## src/rtl/alu_pkg.sv

```systemverilog
// Shared definitions for the ALU request scheduler: widths, function classes,
// the divide opcode and the scheduler state encoding.
package alu_pkg;

    localparam int DATA_IN_W   = 16;
    localparam int ARITH_OUT_W = 32;
    localparam int LOGIC_OUT_W = 16;
    localparam int CMP_OUT_W   = 2;
    localparam int SHIFT_OUT_W = 17;

    typedef enum logic [1:0] {
        CLS_ARITH = 2'b00,
        CLS_LOGIC = 2'b01,
        CLS_CMP   = 2'b10,
        CLS_SHIFT = 2'b11
    } func_cls_t;

    localparam logic [3:0] FUNC_DIV = 4'b0011;

    typedef enum logic [1:0] {
        ST_IDLE,
        ST_ISSUE,
        ST_CAPT,
        ST_RESP
    } sched_state_t;

endpackage

```

## src/rtl/alu_req_sched_rr_arb2.sv

```systemverilog
// Two-request round-robin arbiter; one-hot grant, last-grant pointer moves on accept.
module rr_arb2 (
    input  logic       clk,
    input  logic       rst_n,
    input  logic [1:0] req,
    input  logic       accept,
    output logic [1:0] gnt
);

    logic last;

    // On contention the requester not granted last time wins.
    always_comb begin
        gnt    = '0;
        gnt[0] = req[0] & (~req[1] | last);
        gnt[1] = req[1] & (~req[0] | ~last);
    end

    always_ff @(posedge clk or negedge rst_n) begin
        if (!rst_n) begin
            last <= 1'b1;
        end else if (accept) begin
            last <= gnt[1];
        end
    end

endmodule

```

## src/rtl/alu_req_sched.sv

```systemverilog
// Round-robin scheduler in front of the registered ALU: accepts one command,
// issues it, captures the class-selected result and returns a tagged response.
module alu_req_sched
    import alu_pkg::*;
#(
    parameter int Data_In_WIDTH   = DATA_IN_W,
    parameter int Arith_Out_WIDTH = ARITH_OUT_W,
    parameter int Logic_Out_WIDTH = LOGIC_OUT_W,
    parameter int CMP_Out_WIDTH   = CMP_OUT_W,
    parameter int Shift_Out_WIDTH = SHIFT_OUT_W
) (
    input  logic                       CLK,
    input  logic                       RST,
    input  logic                       Req0_Valid,
    output logic                       Req0_Ready,
    input  logic [Data_In_WIDTH-1:0]   Req0_A,
    input  logic [Data_In_WIDTH-1:0]   Req0_B,
    input  logic [3:0]                 Req0_FUNC,
    input  logic                       Req1_Valid,
    output logic                       Req1_Ready,
    input  logic [Data_In_WIDTH-1:0]   Req1_A,
    input  logic [Data_In_WIDTH-1:0]   Req1_B,
    input  logic [3:0]                 Req1_FUNC,
    output logic [Data_In_WIDTH-1:0]   ALU_A,
    output logic [Data_In_WIDTH-1:0]   ALU_B,
    output logic [3:0]                 ALU_FUNC,
    input  logic [Arith_Out_WIDTH-1:0] Arith_OUT,
    input  logic [Logic_Out_WIDTH-1:0] Logic_OUT,
    input  logic [CMP_Out_WIDTH-1:0]   CMP_OUT,
    input  logic [Shift_Out_WIDTH-1:0] SHIFT_OUT,
    input  logic                       Arith_Flag,
    input  logic                       Logic_Flag,
    input  logic                       CMP_Flag,
    input  logic                       SHIFT_Flag,
    output logic                       Resp_Valid,
    input  logic                       Resp_Ready,
    output logic                       Resp_ID,
    output logic [Arith_Out_WIDTH-1:0] Resp_Data,
    output logic                       Resp_Err
);

    sched_state_t               state, state_nxt;
    logic [1:0]                 gnt;
    logic                       accept;
    logic                       win_id;
    logic [Data_In_WIDTH-1:0]   win_a, win_b;
    logic [3:0]                 win_func;
    logic                       div_zero;
    logic [Arith_Out_WIDTH-1:0] sel_data;
    logic [3:0]                 flags, flags_exp;
    logic                       flag_err;

    rr_arb2 u_arb (
        .clk    (CLK),
        .rst_n  (RST),
        .req    ({Req1_Valid, Req0_Valid}),
        .accept (accept),
        .gnt    (gnt)
    );

    assign Req0_Ready = (state == ST_IDLE) & gnt[0];
    assign Req1_Ready = (state == ST_IDLE) & gnt[1];
    assign accept     = Req0_Ready | Req1_Ready;
    assign Resp_Valid = (state == ST_RESP);

    always_comb begin
        win_id   = gnt[1];
        win_a    = win_id ? Req1_A    : Req0_A;
        win_b    = win_id ? Req1_B    : Req0_B;
        win_func = win_id ? Req1_FUNC : Req0_FUNC;
        div_zero = (win_func == FUNC_DIV) && (win_b == '0);
    end

    // ALU_FUNC still holds the issued command's function while in CAPT.
    always_comb begin
        sel_data = '0;
        case (func_cls_t'(ALU_FUNC[3:2]))
            CLS_ARITH: sel_data = Arith_OUT;
            CLS_LOGIC: sel_data = Arith_Out_WIDTH'(Logic_OUT);
            CLS_CMP:   sel_data = Arith_Out_WIDTH'(CMP_OUT);
            CLS_SHIFT: sel_data = Arith_Out_WIDTH'(SHIFT_OUT);
            default:   sel_data = '0;
        endcase
        flags     = {SHIFT_Flag, CMP_Flag, Logic_Flag, Arith_Flag};
        flags_exp = 4'b0001 << ALU_FUNC[3:2];
        flag_err  = (flags != flags_exp);
    end

    always_comb begin
        state_nxt = state;
        case (state)
            ST_IDLE:  if (accept) state_nxt = div_zero ? ST_RESP : ST_ISSUE;
            ST_ISSUE: state_nxt = ST_CAPT;
            ST_CAPT:  state_nxt = ST_RESP;
            ST_RESP:  if (Resp_Ready) state_nxt = ST_IDLE;
            default:  state_nxt = ST_IDLE;
        endcase
    end

    always_ff @(posedge CLK or negedge RST) begin
        if (!RST) begin
            state <= ST_IDLE;
        end else begin
            state <= state_nxt;
        end
    end

    always_ff @(posedge CLK or negedge RST) begin
        if (!RST) begin
            ALU_A     <= '0;
            ALU_B     <= '0;
            ALU_FUNC  <= '0;
            Resp_ID   <= 1'b0;
            Resp_Data <= '0;
            Resp_Err  <= 1'b0;
        end else if (accept) begin
            Resp_ID <= win_id;
            // A divide by zero never reaches the ALU and responds straight away.
            if (div_zero) begin
                Resp_Data <= '0;
                Resp_Err  <= 1'b1;
            end else begin
                ALU_A    <= win_a;
                ALU_B    <= win_b;
                ALU_FUNC <= win_func;
            end
        end else if (state == ST_CAPT) begin
            Resp_Data <= sel_data;
            Resp_Err  <= flag_err;
        end
    end

endmodule

```

## config.mk

```make
export PLATFORM = sky130hd
export DESIGN_NAME = alu_req_sched
export DESIGN_NICKNAME = d
export VERILOG_FILES = /design/src/rtl/alu_pkg.sv /design/src/rtl/alu_req_sched_rr_arb2.sv /design/src/rtl/alu_req_sched.sv
export SDC_FILE = /design/constraint.sdc
export NUM_CORES = 1
export LEC_CHECK = 0
export CORE_ASPECT_RATIO = 1.75
export CORE_MARGIN = 4
export CORE_UTILIZATION = 41
export DETAILED_ROUTE_END_ITERATION = 10
export GPL_ROUTABILITY_DRIVEN = 0
export PLACE_DENSITY = 0.95
export SLEW_MARGIN = 5
export SYNTH_ARGS = -nofsm -noshare
export SYNTH_HDL_FRONTEND = slang
export SYNTH_HIERARCHICAL = 1
export SYNTH_SLANG_ARGS = --single-unit
```

## constraint.sdc

```tcl
create_clock -name CLK -period 4.65 [get_ports CLK]
set_input_delay 0.93 -clock CLK [delete_from_list [all_inputs] [get_ports CLK]]
set_output_delay 0.93 -clock CLK [all_outputs]
set_load 0.01 [all_outputs]
```

==> results.json <==
{
  "maxCapViolCount": 0,
  "p_comb_share_pct": 48.8,
  "ant_nets": 0,
  "rsz0062_at_grt": "false",
  "grt_pass1_vias": 3724,
  "hp-class": "reg -> reg",
  "ios": 221,
  "arrival_ps": 3970,
  "fin_crit_sh_pct": 81.1,
  "wl_per_cell_um": 19.5,
  "finClkSkew_ps": 6.32,
  "final_cells": 627,
  "synth_seq_area_share_pct": 49.8,
  "n_antenna_cell": 0,
  "status": "completed",
  "seqPwrFrac_pct": 29.4,
  "post-route-cell-area_mm2": 0.00637,
  "cts_made_buffers": 9,
  "clk_latency_ps": 330,
  "fillers": 570,
  "whs_ps": 482,
  "leakagePower_nw": 2.59,
  "drt_iter0_drc": 114,
  "place_ws_ps": 579,
  "cts_hold_buf": 0,
  "num-nets-final": 658,
  "via_per_inst": 5.30,
  "setup_viol": 0,
  "dp_cells": 612,
  "use_met2_pct": 43.0,
  "crit_required_ps": 4850,
  "met1_usage_pct": 21.5,
  "met3_usage_pct": 6.83,
  "critical_path.max_fanout": 36,
  "grt_max_degree": 74,
  "die_w_um": 79.5,
  "routed_wl_mm": 12.3,
  "design.core.area_mm2": 0.00873,
  "rows": 45,
  "p_clk_share_pct": 21.9,
  "hold_viol": 0,
  "irDropWorstVdd_v": 0.000377,
  "max_freq_ghz": 0.265,
  "ys_ff_latch": 73,
  "layout_min_cycle_time_ps": 3770,
  "clk_pin_slew_ps": 60,
  "port_buffers": 220,
  "start_kind": "primary input",
  "layout_commonest_cell": "clkdlybuf4s50_1",
  "dpl.hpwl_mm": 9.70,
  "worstSetupPathType": "in -> reg",
  "switchingPower_mw": 1.23,
  "synth_cell_types": 36,
  "intPower_mw": 2.59,
  "yosysWarnings": 6,
  "syn2layout_area_growth_pct": 73.4,
  "slew_violations": 0,
  "ctsResizeCount": 0,
  "track_usage_pct": 22.9,
  "die_h_um": 133,
  "antenna_found_initial": 0,
  "tightest_slew_ps": 1040,
  "post-route-util_pct": 72.9,
  "htreeDepth": 3,
  "synth_cells": 287,
  "firstDrtPassIters": 4,
  "gr-total-overflow": 0,
  "synth_fp_nets": 439,
  "power_mw": 3.82,
  "final_cell_mix": "clkdlybuf4s50_1, dfrtp_1, mux2_2",
  "switching_share_pct": 32.3,
  "cts_root_buf": "clkbuf_16",
  "worstSetupEndpointType": "flop",
  "powerDensity_mw_per_mm2": 600,
  "grt-busiest-layer": "met2",
  "drc": 0,
  "drive_gt1_share_pct": 16.1,
  "relSlewSlack_pct": 30.2,
  "cts_max_path_buffers": 2,
  "dr_total_vias": 3320,
  "cts_setup_buffers": 0,
  "cts_sinks": 73,
  "die_area_mm2": 0.0106,
  "placed_cell_area_mm2": 0.00601,
  "cts_tree": "done",
  "initial_core_util_pct": 42.1,
  "grt_first_pass_wirelength_mm": 18.6,
  "synthesis.area_mm2": 0.00367,
  "setup_tns_ps": 0,
  "syn_avg_cell_area_um2": 12.8,
  "layout_setup_ws_ps": 878
}
-- routing by layer --
layer | vias to the layer above | routed length [um]
li1 | 1529 | -
met1 | 1605 | 4120
met2 | 155 | 6750
met3 | 31 | 890
met4 | 0 | 488
met5 | - | 0
-- cell type report --
cell class,instances,area (um^2),area share (%)
timing repair buffer,226,2240,35.3
sequential,73,1830,28.7
multi-input combinational,190,1770,27.8
clock buffer,10,229,3.60
tap,117,146,2.30
clock inverter,5,129,2.02
inverter,6,22.5,0.354
-- power by group through the flow --
stage / logic (mW) / registers (mW) / clock network, mW
3_5_place_dp: 1.87 / 1.12 / 0
2_1_floorplan: 0.768 / 1.25 / 0
4_1_cts: 1.89 / 1.12 / 0.849
5_1_grt: 1.99 / 1.16 / 0.876
6_report: 1.86 / 1.12 / 0.835
3_3_place_gp: 1.81 / 1.11 / 0
-- state kept, by name, summed over array words and instances (netlist names) --
name and count:
Resp_Data 32, state 2, ALU_B 16, Resp_Err 1, ALU_FUNC 4, ALU_A 16
Resp_ID 1, u_arb/last 1
-- Yosys cell counts (all sizes together) --
cell,count,area [um^2]
nor4,3,18.8
mux2,85,961
and2,2,12.5
o21ai,5,25.0
or4,4,30.0
a222oi,1,10.0
a21o,1,7.51
inv,6,22.5
a21oi,4,20.0
mux2i,1,10.0
a21boi,2,18.8
clkbuf,13,48.8
dfstp,1,26.3
and3,1,6.26
nand4,2,12.5
nor2,6,22.5
nor3b,1,7.51
nand3b,1,7.51
ha,4,50.1
mux4,2,45.0
o2bb2ai,15,131
a22oi,15,113
nor3,4,20.0
a22o,17,149
o22ai,1,6.26
nand2b,3,18.8
nor2b,1,6.26
buf,5,23.8
dfrtp,72,1800
nor4b,1,8.76
nand2,8,30.0
-- worst max-delay path, stage by stage --
cell,delay [ps]
clkdlybuf4s50_1,480
a21boi_4,300
buf_4,310
nor4b_1,290
nand4_1,150
a222oi_1,720
nor2_4,360
mux2_1,420
-- cell families after synthesis --
group	share of synthesized area, %
mux	27.7
flops	49.8
compound gates	13.1
simple gates	5.49
buf+inv	2.59
fa+ha+maj	1.36
-- final timing paths --
kind                       slack [ps]       start  cells after the start     endpoint
setup / recovery                  880  Req1_Valid                      8  ALU_FUNC[0]
hold reg to reg                   480   ALU_A[12]                      1    ALU_A[12]
max in group asynchronous        3310         RST                      1     state[0]
hold / removal                    480   ALU_A[12]                      1    ALU_A[12]
min in group asynchronous         720         RST                      1     ALU_B[8]
setup reg to reg                 1560  u_arb/last                      7  ALU_FUNC[0]
Note: power is estimated with default switching activity, not from simulation.
